File: config.mk
export PLATFORM = sky130hd
export DESIGN_NAME = param_divider
export DESIGN_NICKNAME = d
export VERILOG_FILES = /design/src/rtl/param_divider.sv
export SDC_FILE = /design/constraint.sdc
export NUM_CORES = 1
export LEC_CHECK = 0
export CORE_MARGIN = 2
export CORE_UTILIZATION = 55
export CTS_BUF_LIST = sky130_fd_sc_hd__clkbuf_16
export DETAILED_ROUTE_END_ITERATION = 10
export GPL_TIMING_DRIVEN = 1
export PLACE_DENSITY = 0.78
export SLEW_MARGIN = 10
export SYNTH_ARGS = -nofsm -noshare
export SYNTH_HDL_FRONTEND = slang
export SYNTH_SLANG_ARGS = --single-unit
File: constraint.sdc
create_clock -name div_clk -period 6.6 [get_ports div_clk]
set_input_delay 0.99 -clock div_clk [delete_from_list [all_inputs] [get_ports div_clk]]
set_output_delay 0.99 -clock div_clk [all_outputs]
set_load 0.02 [all_outputs]
File: src/rtl/param_divider.sv
// param_divider: multi-cycle restoring signed/unsigned divider with divide-by-zero detect, cancel and output handshake
module param_divider #(
  parameter int WIDTH = 32,
  parameter int CNT_W = $clog2(WIDTH + 1)
) (
  input  logic             div_clk,
  input  logic             div_resetn,
  input  logic             div_valid,
  output logic             div_ready,
  input  logic             div_signed,
  input  logic [WIDTH-1:0] dividend,
  input  logic [WIDTH-1:0] divisor,
  input  logic             div_cancel,
  output logic             div_out_valid,
  input  logic             div_out_ready,
  output logic [WIDTH-1:0] div_quo,
  output logic [WIDTH-1:0] div_rem,
  output logic             div_by_zero
);
  typedef enum logic [1:0] {IDLE, CALC, FIX, DONE} state_t;
  state_t state;
  logic sgn, neg_a, neg_b;
  logic [WIDTH-1:0] dvd, quo;
  logic [WIDTH:0] b_mag, rem;
  logic [CNT_W-1:0] cnt;
  logic accept, a_neg_in, b_neg_in;
  logic [WIDTH:0] b_ext;
  logic [WIDTH+1:0] trial;
  assign div_ready = state == IDLE;
  assign accept = div_valid & div_ready & ~div_cancel;
  assign a_neg_in = div_signed & dividend[WIDTH-1];
  assign b_neg_in = div_signed & divisor[WIDTH-1];
  assign b_ext = {b_neg_in, divisor};
  // rem never exceeds the divisor magnitude, so the top bit of trial is a clean sign
  assign trial = {rem, dvd[WIDTH-1]} - {1'b0, b_mag};
  always_ff @(posedge div_clk) begin
    if (!div_resetn) begin
      state         <= IDLE;
      div_out_valid <= 1'b0;
      div_quo       <= '0;
      div_rem       <= '0;
      div_by_zero   <= 1'b0;
      cnt           <= '0;
    end else if (state != IDLE && div_cancel) begin
      state         <= IDLE;
      div_out_valid <= 1'b0;
      div_by_zero   <= 1'b0;
    end else begin
      case (state)
        IDLE: if (accept) begin
          sgn   <= div_signed;
          neg_a <= a_neg_in;
          neg_b <= b_neg_in;
          dvd   <= a_neg_in ? -dividend : dividend;
          b_mag <= b_neg_in ? -b_ext : b_ext;
          cnt   <= '0;
          rem   <= '0;
          quo   <= '0;
          if (divisor == '0) begin
            state         <= DONE;
            div_quo       <= '1;
            div_rem       <= dividend;
            div_by_zero   <= 1'b1;
            div_out_valid <= 1'b1;
          end else state <= CALC;
        end
        CALC: begin
          rem <= trial[WIDTH+1] ? {rem[WIDTH-1:0], dvd[WIDTH-1]} : trial[WIDTH:0];
          quo <= {quo[WIDTH-2:0], ~trial[WIDTH+1]};
          dvd <= dvd << 1;
          cnt <= cnt + 1'b1;
          if (cnt == CNT_W'(WIDTH - 1)) state <= FIX;
        end
        FIX: begin
          div_quo       <= (sgn & (neg_a ^ neg_b)) ? -quo : quo;
          div_rem       <= neg_a ? -rem[WIDTH-1:0] : rem[WIDTH-1:0];
          div_by_zero   <= 1'b0;
          div_out_valid <= 1'b1;
          state         <= DONE;
        end
        DONE: if (div_out_valid & div_out_ready) begin
          div_out_valid <= 1'b0;
          state         <= IDLE;
        end
        default: state <= IDLE;
      endcase
    end
  end
endmodule

# [Word level (Yosys, flattened, before mapping)]
# Cells that the tools add are included.
[totals] regBits=207 output_inout_bits=67
[op_classes] mux=29 eq_ne=8 add_sub_neg=6 reduce_logical=15 n_bitwise=11
[ops] operator="32-bit 2-to-1 mux" count=10
[ops] operator="32-bit case mux with 2 select lines" count=4
[ops] operator="32-bit negation" count=3
[ops] operator="33-bit 2-to-1 mux" count=2
[ops] operator="33-bit case mux with 2 select lines" count=1
[ops] operator="34-bit by 33-bit subtractor with 34-bit output" count=1
[ops] operator="33-bit negation" count=1
[ops] operator="32-bit zero test" count=1
[ops] operator="4-bit AND reduction" count=4
[ops] operator="6-bit case mux with 2 select lines" count=1
[ops] operator="3-bit AND reduction" count=3
[ops] operator="2-bit 2-to-1 mux" count=4
[ops] operator="2-bit case mux with 4 select lines" count=1
[ops] operator="6-bit by 1-bit adder with 6-bit output (second input constant)" count=1
[ops] operator="1-bit bitwise AND" count=6
[ops] operator="6-bit by 5-bit == test with 1-bit output (second input constant)" count=1
[ops] operator="6-bit 2-to-1 mux" count=1
[ops] operator="2-bit nonzero test" count=3
[ops] operator="2-bit == test (second input constant)" count=2
[ops] operator="2-bit by 1-bit inequality test with 1-bit output (second input constant)" count=2
[ops] operator="2-bit inequality test (second input constant)" count=2
[ops] operator="1-bit NOT" count=4
[ops] operator="1-bit 2-to-1 mux" count=3
[ops] operator="1-bit case mux with 3 select lines" count=1
[ops] operator="other kinds (7)" count=7

# [Logic depth before layout (Yosys ltp)]
[depth] ltp_word=5 mapped_depth=14 ltp_nobuf=12

# [Worst setup path after synthesis]
# No wires, ideal clock.
[synth_path] path_type="input to register" startpoint="in div_resetn" endpoint="reg b_mag[0] (enable)" setup_time_ps=474 arrival_time_ps=3776 path_stages=3 required_time_ps=6126 slack_ps=2350 path_cell_list="inv_2 > clkbuf_1 > nor3_1"
[synth_between] elab_chain_len=1
[synth_rtl] element="start: declaration" line="7" source="input logic div_resetn,"
[synth_rtl] element="4-bit AND reduction (no line)"
[synth_rtl] element="end signal: assignment" line="55" source="b_mag <= b_neg_in ? -b_ext : b_ext;"
[synth_rtl] element="end: declaration" line="24" source="logic [WIDTH:0] b_mag, rem;"
# No other way between the ends.
# A chain may end at the register's enable or synchronous reset.

# [Worst setup path in the final report]
[layout_path] startpoint="in divisor[0]" endpoint="reg div_quo[1]"
[layout_between] elab_chain_len=3
[layout_rtl] element="start: declaration" line="12" source="input logic [WIDTH-1:0] divisor,"
[layout_rtl] element="32-bit zero test" line="59" source="if (divisor == '0) begin"
[layout_rtl] element="2-bit by 1-bit inequality test with 1-bit output (no line)"
[layout_rtl] element="4-bit AND reduction (no line)"
[layout_rtl] element="end signal: assignment" line="75" source="div_quo <= (sgn & (neg_a ^ neg_b)) ? -quo : quo;"
[layout_rtl] element="end: declaration" line="16" source="output logic [WIDTH-1:0] div_quo,"
# No other way between the ends.

==> impl_summary.log <==
[metrics] initial core utilization: between 50% and 60%
[metrics] routability-driven placement congestion ratio: about 0.88
[metrics] fraction of met3 tracks used by global routing: 3.67%
[metrics] highest cell delay on the worst timing path: 0.61 ns
[metrics] number of optimization iterations in the first detailed-route pass: 7
[metrics] synthesized flop and latch total: 207
[metrics] critical path fanouts, max: 82
[metrics] met1 demand-to-capacity share in global routing: 35.5%
[metrics] number of setup violations in the final report: 0
[metrics] critical path launch point: divisor[0]
[metrics] vertical extent of the die: 154 um
[metrics] most frequent standard cell in the layout excluding fill and tap cells: nand2_1
[metrics] number of design-rule violations left by the first detailed-router iteration: 719
[metrics] area overhead of the layout relative to synthesis: 18.4%
[metrics] cell area power density: approximately 280 nW/um^2
[metrics] worst hold stages: 2
[metrics] synthesized instance count: 1355
[metrics] Async SR Flop Fraction: 0%
[metrics] post-layout instance area: 14700 um^2
[metrics] final routed wire length divided by cell count: 16.9 um
[metrics] share of layout cells above drive strength 1: approximately 4.2%
[metrics] number of clock sinks: 207
[metrics] Worst Reg-to-Reg Cells: 11
[metrics] layer with the highest usage: met2
[metrics] beginning of the worst register-to-register path: rem[5]$_SDFFCE_PN0P_
[metrics] Clk Latency, worst-skew pair: 0.51 ns
[metrics] most frequent cells in the layout: nand2_1 (143), nor2_1 (137), clkdlybuf4s50_1 (136)
[metrics] count of input and output buffers: around 140
[metrics] yosys synthesis warning count: 0
[metrics] Max IR drop VDD: 176 uV
[metrics] gr ovfl total: 0
[metrics] aggregate routed wire length: 29.9 mm
[metrics] via count of the first global-routing pass: 9556
[metrics] slew at the pin with the worst max-slew slack: 1.03 ns
[metrics] final worst-path cycle share: 68.2%
[metrics] Buf/Inv on CP: 3
[metrics] combined area of all synthesized cells: 12400 um^2
[metrics] floorplan die area: 23800 um^2
[metrics] portion of total power attributed to combinational logic: 30.0%
[metrics] CTS tree: yes
[metrics] overall via count from detail_route: roughly 10k
[metrics] number of antenna violations at the first check in global routing: 0
[metrics] Final Hold Vio Count: 0
[metrics] overall die width: 154 um
[metrics] max-slew violation total from the final report: 0
[metrics] clock share of power: 29.6%
[metrics] status: finished clean
[metrics] total half-perimeter wirelength after legalization and detailed placement: 21.4 mm
[metrics] Final #Nets: roughly 1.6k
[metrics] post-CTS sizing: 0
[metrics] clock buffer depth: 3
[metrics] clock buffers created by TritonCTS: 23
[metrics] per-cell via count in the routed design: around 5.8
[metrics] Worst EP arrival: around 4.9 ns
[metrics] Worst Setup End Kind: register
[metrics] # H-tree levels: 1
[metrics] path category of the worst min-delay check: register to register
[metrics] Max Fclk: 222 MHz
[metrics] residual DRC count: 0
[metrics] flop2flop setup slack: 2.91 ns
[metrics] Slew headroom: 31.2%
[metrics] cell area reported after detailed placement: ~14000 um^2
[metrics] worst reg2reg endpoint: rem[13]$_SDFFCE_PN0P_
[metrics] Crit path depth: 13
[metrics] sequence of cells on the critical path: clkdlybuf4s50_1 > inv_1 > ha_1 > nor3b_1 > nor4b_2 > and3_1 > nand2_1 > and4bb_2 > nand3_2 > a21oi_4 > buf_12 > o2111ai_1 > o211a_1
[metrics] Crit Path Category: input pin to register
[metrics] first-pass GRT wire length: slightly below 50 mm
[metrics] sequential share of the synthesized area: 44.0%
[metrics] count of hold buffers inserted by post-cts repair: 0
[metrics] Seq pwr share: around two fifths
[metrics] nets in the synthesized netlist: roughly 1.5k
[metrics] number of different library cells in the post-synthesis netlist: 63
[metrics] met2 Track Usage GR: 39.2%
[metrics] Routed Antenna Nets: 0
[metrics] Antenna diodes: 0
[metrics] top-level I/O count: roughly 140
[metrics] cell at the root of the clock tree: clkbuf_16
[metrics] final setup TNS: 0 ns
[metrics] maximum capacitance violations: 0
[metrics] slowest cell on the critical path: a21oi_4
[metrics] Tot GR Track Use: 24.7%
[metrics] Hold Crit Endpoint: div_rem[6]$_SDFFE_PN0P_
[metrics] setup skew after layout: 0.0182 ns
[metrics] Syn Area/Cell: 9.18 um^2
[metrics] final critical path time including I/O delays and setup: 4.50 ns
[metrics] cell-internal power: 2.76 mW
[metrics] number of standard-cell rows in the floorplan: 55
[metrics] post-CTS repair timing setup buffer count: 0
[metrics] standby leakage power: 5.31 nW
[metrics] clock-pin slew on the worst setup and hold paths: around 0.060 ns
[metrics] power spent charging and discharging nets: 1.37 mW
[metrics] switch share: 33.2%
[metrics] Hold Crit Start: div_rem[6]$_SDFFE_PN0P_
[metrics] maximum number of pins on one net before global-route repair: 99
[metrics] setup repair after global routing missed its margin: no
[metrics] EDFF count, synth: between 100 and 150
[metrics] Critical Path Start Type: input pin
[metrics] CP Data Required Time: 7.00 ns
[metrics] largest delay contributor family on the critical path: simple AND/OR/NAND/NOR gates
[metrics] top_reg_cell synth: edfxtp_1
[metrics] Core Box Area: 22400 um^2
[flip-flops by register name (all words and copies together), names as in the netlist]
name,flops
neg_b,1
b_mag,33
quo,32
rem,33
div_by_zero,1
div_out_valid,1
state,2
neg_a,1
div_rem,32
cnt,6
div_quo,32
sgn,1
dvd,32
[worst max path at each step]
stage,endpoint,slack [ns]
floorplan,b_mag[0]$_DFFE_PP_,2.35
global placement,div_quo[1]$_SDFFE_PN0P_,1.72
finish,div_quo[1]$_SDFFE_PN0P_,2.10
detailed placement,div_quo[1]$_SDFFE_PN0P_,1.57
CTS,div_quo[5]$_SDFFE_PN0P_,2.08
global route,div_quo[0]$_SDFFE_PN0P_,1.72
[layout make-up]
type                    instances  area (um^2)
clock buffers                  23          576
clock inverters                19          141
fillers                      1791         7700
inverters                      65          244
multi-input cells            1017         6490
flip-flops and latches        207         5480
well taps                     285          357
repair buffers                146         1450
[through the flow]
step                      setup slack [ns]  power (mW)  utilization, %  instances  hold slack [ns]
after CTS                             2.08        4.14            65.7       1762            0.457
final                                 2.10        4.13            65.7       1762            0.457
after detailed placement              1.57        2.92            62.5       1720            0.448
after global placement                1.72        2.88            62.5       1720            0.446
after floorplan                       2.35        2.56               -       1355            0.455
after global routing                  1.72        4.34            65.7       1762            0.477
[worst reg2reg max path: stages, from the launching register on]
cell and delay [ns]:
edfxtp_1 0.50, ha_1 0.43, nand2_1 0.08, o21ai_0 0.32, o211ai_1 0.17, a31oi_1 0.33
nor2_1 0.11, nor4_1 0.52, a311oi_4 0.08, buf_4 0.28, or3b_2 0.55, a21oi_1 0.16
[cell usage after synthesis, drive strengths merged (3+ instances only)]
master   count  share of area [%]
a211oi       7               0.42
a21o         8               0.48
a21oi      118                4.8
a311oi      33                2.3
a31oi       10               0.50
and2        35                1.8
and3         7               0.35
buf         12               0.49
clkbuf      54                1.6
dfxtp       74                 12
edfxtp     133                 32
ha          42                4.2
inv         65                2.0
mux2         3               0.27
mux2i       38                3.1
nand2      143                4.3
nand2b       6               0.30
nand3       17               0.72
nand3b       4               0.24
nand4       10               0.50
nor2       137                4.1
nor2b        7               0.35
nor3        20               0.80
nor4        13               0.65
nor4b        3               0.26
o2111ai      3               0.21
o211ai      25                1.5
o21a         5               0.30
o21ai       96                3.9
o21bai       4               0.24
o31ai       19                1.1
o41ai       11               0.83
or2          3               0.15
or3         13               0.65
or4          8               0.51
xnor2       73                5.1
xor2        74                5.2
[cells by family (layout without fill, tap and decap cells)]
family                   after synthesis  in the layout  synth area share [%]
multiplexers                          41             41                  3.33
AND/OR/NAND/NOR                      434            434                  16.3
buffers and inverters                131            253                  4.08
AO/OA/AOI/OAI                        351            351                  17.5
XOR/XNOR                             147            147                  10.3
flip-flops                           207            207                  44.0
adder cells (fa/ha/maj)               43             43                  4.38
other                                  1              1                0.0301
[per-layer routing]
metal	share of wire [%]	up-vias
met1	46	4753
li1	-	5085
met4	1.9	0
met2	45	344
met5	0	-
met3	7.3	39
[power by group through the flow]
stage / clock network [mW] / logic (mW) / registers (mW)
6_report: 1.22 / 1.24 / 1.67
5_1_grt: 1.28 / 1.38 / 1.68
4_1_cts: 1.24 / 1.24 / 1.67
3_5_place_dp: 0 / 1.23 / 1.69
3_3_place_gp: 0 / 1.19 / 1.69
2_1_floorplan: 0 / 0.859 / 1.70
(Power assumes the default switching activity.)
==> patch 1, RTL diff (same flow settings) <==
The parameter `WIDTH` goes from 32 to 16.
--- a/src/rtl/param_divider.sv
+++ b/src/rtl/param_divider.sv
@@ -2,3 +2,3 @@
 module param_divider #(
-  parameter int WIDTH = 32,
+  parameter int WIDTH = 16,
   parameter int CNT_W = $clog2(WIDTH + 1)
Interface: changed (resized div_quo, div_rem, dividend and divisor); port bits go from 137 to 73. No check against the original RTL was run, so the function may have changed too.
==> patch 1 against the original RTL <==
  * Worst setup slack gained 1300 ps
  * Synthesized area shrank 48%
  * Total power shrank 49%
  * Sequential cell count shrank 97
  * Cell area shrank 49%
  * Synthesized cell count shrank 49%
  * Wire length shrank 51%
  * Critical path type unchanged
  * Clock skew shrank 7.2 ps
  * Highest routed layer unchanged
  * Sequential share of layout area grew 1.0 points
  * Largest cell class unchanged
==> patch 1: results (changes against the original RTL) <==
| Metric | Value |
|---|---|
| Status | `finished, final reports clean` |
| Via/cell ratio | `5.943 (+2.4%)` |
| Slew margin rel. | `0.2166 (-0.09523)` |
| Share of cells above drive strength 1 | `0.04011 (-0.001870)` |
| Register area share after synthesis | `0.4459 (+0.005926)` |
| Min-delay src | `div_rem[5]$_SDFFE_PN0P_` |
| Cts repair resizes | `0 (unchanged)` |
| Number of synthesized flops with an enable pin | `69 (-48%)` |
| CP Max Fanout | `15 (-82%)` |
| Arr. time, crit path | `3440 ps (-1460 ps)` |
| Hold Path End | `div_rem[5]$_SDFFE_PN0P_` |
| Initial antenna violation count | `0 (unchanged)` |
| Synth area leaders | `edfxtp_1, dfxtp_1, xor2_1` |
| Placed Area | `7272 µm² (-48%)` |
| RD Place Congestion | `0.8735 (-0.61%)` |
| Nets | `809 (-49%)` |
| Pre-antenna DRT Iters | `5 (-2)` |
| Worst R2R Start | `state[0]$_SDFFE_PN0P_` |
| Syn nets | `752 (-49%)` |
| Synth cell count leaders | `edfxtp_1, nand2_1, o21ai_0, a21oi_1, xor2_1` |
| Top flop regs | `b_mag x17, rem x17` |
| Number of DRC markers in iteration 0 | `519 (-28%)` |
| Cts bufs inserted | `9 (-61%)` |
| Endpoint of the worst-slack reg-to-reg timing path | `dvd[2]$_DFFE_PP_` |
| Clock Path Buffers | `2 (-1)` |
| Clk_lat worst skew | `350 ps (-160 ps)` |
| Largest net degree at the start of global routing | `69 (-30%)` |
| Hold WC Path Type | `reg -> reg` |
| Diodes inserted | `0 (unchanged)` |
| CTS H-tree depth | `3 (+2)` |
| Final Skew | `11.03 ps (-7.179 ps)` |
| Post-DP HPWL | `10400 µm (-51%)` |
| R2R setup slack | `3700 ps (+790 ps)` |
| First-pass GRT wire length | `24410 µm (-50%)` |
| Port buffer count | `72 (-47%)` |
| CTS root buf | `clkbuf_16` |
| CTS clock-pin slew for the worst setup and hold paths | `about 70 ps` |
| Hold depth | `2 (unchanged)` |
| Post-CTS setup buffers | `0 (unchanged)` |
| Final Hold Fails | `0 (unchanged)` |
| Vias in the first global route | `5096 (-47%)` |
| Worst IR Drop VDD | `0.0001861 V (+5.5%)` |
| Synth unique cells | `56 (-11%)` |
| Final WL | `14560 µm (-51%)` |
| R2r worst-path depth | `6 (-5)` |
| Leak pwr | `2.792 nW (-47%)` |
| All-Layer GR Usage | `0.2362 (-0.01039)` |
| Post-synth ARST share | `0 (unchanged)` |
## patch 1: cell count changes after synthesis, sizes merged, moves of 37 or more
cell	delta
o21ai	-37
nand2	-75
xnor2	-49
nor2	-97
a21oi	-67
edfxtp	-64
## patch 1: layout make-up
cell class / instances / area (µm²)
Fill cell: 895 / 3892
Multi-Input combinational cell: 510 / 3314
Sequential cell: 110 / 2893
Timing Repair Buffer: 76 / 750.7
Clock buffer: 11 / 275.3
Tap cell: 143 / 178.9
Inverter: 36 / 135.1
Clock inverter: 5 / 27.53
## patch 1: cell families after synthesis
family / synth area share
simple gates: 0.1572
compound gates: 0.1992
flops: 0.4459
xor+xnor: 0.09045
buf+inv: 0.04378
fa+ha+maj: 0.05516
mux: 0.007715
other cells: 0.0005780
## patch 1: worst max-delay path by stage
stage	startpoint	end	slack (ps)
after floorplan	div_valid	dvd[0]$_SDFFCE_PP0P_	3570
after global placement	divisor[0]	div_rem[0]$_SDFFE_PN0P_	3200
final	divisor[0]	div_quo[2]$_SDFFE_PN0P_	3360
after detailed placement	divisor[0]	div_quo[0]$_SDFFE_PN0P_	3020
after global routing	divisor[0]	div_rem[6]$_SDFFE_PN0P_	3210
after CTS	divisor[0]	div_quo[2]$_SDFFE_PN0P_	3380
## patch 1: stage by stage
stage / setup slack, ps / std cells / total power, W / hold WS, ps / util
5_1_grt: 3205 / 891 / 0.002227 / 482.9 / 0.6606
3_5_place_dp: 3017 / 875 / 0.001571 / 456.4 / 0.6342
3_3_place_gp: 3201 / 875 / 0.001547 / 453.8 / 0.6342
4_1_cts: 3382 / 891 / 0.002112 / 465.4 / 0.6606
2_1_floorplan: 3565 / 686 / 0.001388 / 471.6 / -
6_report: 3360 / 891 / 0.002115 / 462.8 / 0.6606
## patch 1: worst max-delay path, stage by stage
cell	delay, ps
clkdlybuf4s50_1	470
inv_1	90
ha_1	160
nor3b_1	380
and2_0	390
and3_4	310
o21a_1	460
a21oi_1	190
## patch 1: where the power goes
group | internal (W) | leakage (nW) | switching (W)
registers | 0.000839 | 0.971 | 0.0000521
logic | 0.000251 | 1.67 | 0.000427
clock network | 0.000300 | 0.151 | 0.000245
## patch 1: layer usage
metal | part of all wire | wire, µm | GRT usage
met2 | 0.47 | 6836 | 0.3904
met5 | 0 | 0 | 0
met4 | 0.021 | 313 | 0.08211
met3 | 0.064 | 930 | 0.04428
met1 | 0.45 | 6481 | 0.3128
==> patch 2, RTL diff (same settings) <==
Made on the original files. Encoding of `state_t`: now one-hot (4 bits for 4 states).
--- a/src/rtl/param_divider.sv
+++ b/src/rtl/param_divider.sv
@@ -19,3 +19,3 @@
 );
-  typedef enum logic [1:0] {IDLE, CALC, FIX, DONE} state_t;
+  typedef enum logic [3:0] {IDLE = 4'b0001, CALC = 4'b0010, FIX = 4'b0100, DONE = 4'b1000} state_t;
   state_t state;
Formal check against the unedited RTL: no difference found for any inputs over 4 cycles, from zero or initial values and one cycle with div_resetn low; so few cycles prove little.
==> patch 2 against the original RTL <==
  * Total power fell by 3.9%
  * Critical path depth fell by 3
  * Sequential cell count rose by 2
  * Wire length fell by 3.9%
  * Clock power rose by 8%
  * Global-route usage fell by 0.56 points
  * Combinational power fell by 19%
  * Worst setup slack improved by 230 ps
  * Synthesized area rose by 0.56%
  * Cell area rose by 0.51%
  * Non-clock buffer count fell by 1
  * Count of clock-buffer cells in the layout rose by 2
  * Critical path type unchanged
  * Largest power group unchanged
==> patch 2: results (changes against the original RTL) <==
| Metric | Value |
|---|---|
| Status | `finished, final reports clean` |
| Top cell type's share of synthesized area | `0.3191 (-0.001797)` |
| CP Max Fanout | `89 (+8.5%)` |
| R2R setup slack | `2740 ps (-170 ps)` |
| Cell family with most CP delay | `simple AND/OR/NAND/NOR gates` |
| Post-DP HPWL | `20810 µm (-2.6%)` |
| FILL cells | `1857 (+3.7%)` |
| Nets | `1547 (-1.7%)` |
| Share of cells above drive strength 1 | `0.04330 (+0.001322)` |
| Endpoint of the worst-slack reg-to-reg timing path | `rem[21]$_SDFFCE_PN0P_` |
| Final Skew | `8.946 ps (-9.267 ps)` |
| Worst R2R Start | `rem[7]$_SDFFCE_PN0P_` |
| R2r worst-path depth | `11 (unchanged)` |
| Leak pwr | `5.498 nW (+3.5%)` |
| Number of DRC markers in iteration 0 | `741 (+3.1%)` |
| Slew margin rel. | `0.3488 (+0.03698)` |
| CP max-delay cell | `buf_4` |
| Vias in the first global route | `9551 (-0.052%)` |
| Top flop regs | `b_mag x33, rem x33` |
| CTS root buf | `clkbuf_16` |
| Number of synthesized flops with an enable pin | `133 (unchanged)` |
| Synth area leaders | `edfxtp_1, dfxtp_1, xnor2_1` |
| Average wire per standard cell | `16.48 µm (-2.7%)` |
| Largest net degree at the start of global routing | `91 (-8.1%)` |
| Min-delay src | `div_rem[2]$_SDFFE_PN0P_` |
| Synth cell count leaders | `nand2_1, edfxtp_1, nor2_1, xnor2_1, dfxtp_1` |
| Via/cell ratio | `5.779 (-0.37%)` |
| RD Place Congestion | `0.8812 (+0.26%)` |
| All-Layer GR Usage | `0.2410 (-0.005613)` |
| Clock Path Buffers | `3 (unchanged)` |
| Largest stage delay, worst path | `670 ps (+60 ps)` |
| Post-synthesis xor/xnor area fraction | `0.1036 (+0.0001206)` |
| CTS clock-pin slew for the worst setup and hold paths | `60 ps (about the same)` |
| Post-synthesis mux area share | `0.02240 (-0.01088)` |
| First-pass GRT wire length | `47560 µm (-2.0%)` |
| Register area share after synthesis | `0.4407 (+0.0007360)` |
| Arr. time, crit path | `4680 ps (-220 ps)` |
| Pre-antenna DRT Iters | `5 (-2)` |
| Post-synthesis adder-cell area fraction | `0.03959 (-0.004245)` |
| Synth unique cells | `64 (+1.6%)` |
| Synth warn | `0 (unchanged)` |
| Syn nets | `1440 (-1.9%)` |
| Post-synthesis compound-gate area fraction | `0.1745 (-0.0008818)` |
| Placed Area | `14020 µm² (about the same)` |
| Hold Path End | `div_rem[2]$_SDFFE_PN0P_` |
| Worst IR Drop VDD | `0.0001441 V (-18%)` |
| Initial antenna violation count | `1 (+1)` |
[patch 2: changes by cell type in the layout (fill, tap and decap cells not counted), moves of 15 or more]
| cell | before | now |
|---|---|---|
| a21oi_1 | 117 | 75 |
| a311oi_1 | 32 | 1 |
| nor2_1 | 137 | 113 |
| o21ai_0 | 95 | 75 |
| o21ai_1 | 1 | 21 |
| a21boi_1 | 0 | 18 |
| inv_1 | 72 | 54 |
| a31oi_1 | 10 | 27 |
| o211a_1 | 2 | 17 |
[patch 2: worst max path at each step]
stage,depth (start not counted),slack (ps),start,end
after floorplan,3,2490,div_valid,dvd[0]$_SDFFCE_PP0P_
after detailed placement,10,1800,divisor[10],div_quo[1]$_SDFFE_PN0P_
after global routing,10,2110,divisor[10],div_rem[17]$_SDFFE_PN0P_
final,10,2330,divisor[10],div_quo[2]$_SDFFE_PN0P_
after global placement,10,1880,divisor[10],div_quo[1]$_SDFFE_PN0P_
after CTS,10,2310,divisor[10],div_quo[2]$_SDFFE_PN0P_
[patch 2: kinds of logic after synthesis]
| kind of cell | count (synthesis) |
|---|---|
| AO/OA/AOI/OAI | 339 |
| XOR/XNOR | 148 |
| adder cells (fa/ha/maj) | 39 |
| buffers and inverters | 115 |
| flip-flops | 209 |
| multiplexers | 28 |
| other | 1 |
| AND/OR/NAND/NOR | 452 |
[patch 2: metal layers]
metal	track usage	vias to the layer above	routed length (µm)
met2	0.3950	255	13440
met1	0.3250	4717	12850
li1	-	5026	-
met3	0.03250	64	1281
met4	0.09700	0	1125
met5	0	-	0
[patch 2: worst min-delay path, stage by stage (launching register included)]
cell	delay, ps
dfxtp_1	310
nand2_1	50
a21boi_1	50
[patch 2: layout make-up]
class                      instances  area (µm²)  share of cell area
timing repair buffer             145        1424             0.09616
clock buffer                      25       625.6             0.04225
antenna                            1       2.502           0.0001690
tap                              285       356.6             0.02408
multi-input combinational       1007        6533              0.4411
clock inverter                    17       156.4             0.01056
inverter                          52       195.2             0.01318
sequential                       209        5515              0.3725
[patch 2: power by group]
part	switching [W]	internal, W	total, W
clock	0.000517	0.000799	0.00132
sequential	0.000100	0.00155	0.00165
combinational	0.000574	0.000428	0.00100
[patch 2: stage by stage]
stage / hold WS [ps] / setup slack [ps] / std cells
after floorplan: 458.8 / 2486 / 1331
after global placement: 444.7 / 1880 / 1698
after detailed placement: 448.9 / 1800 / 1698
after CTS: 456.3 / 2305 / 1740
after global routing: 473.7 / 2110 / 1740
final: 457.1 / 2328 / 1741
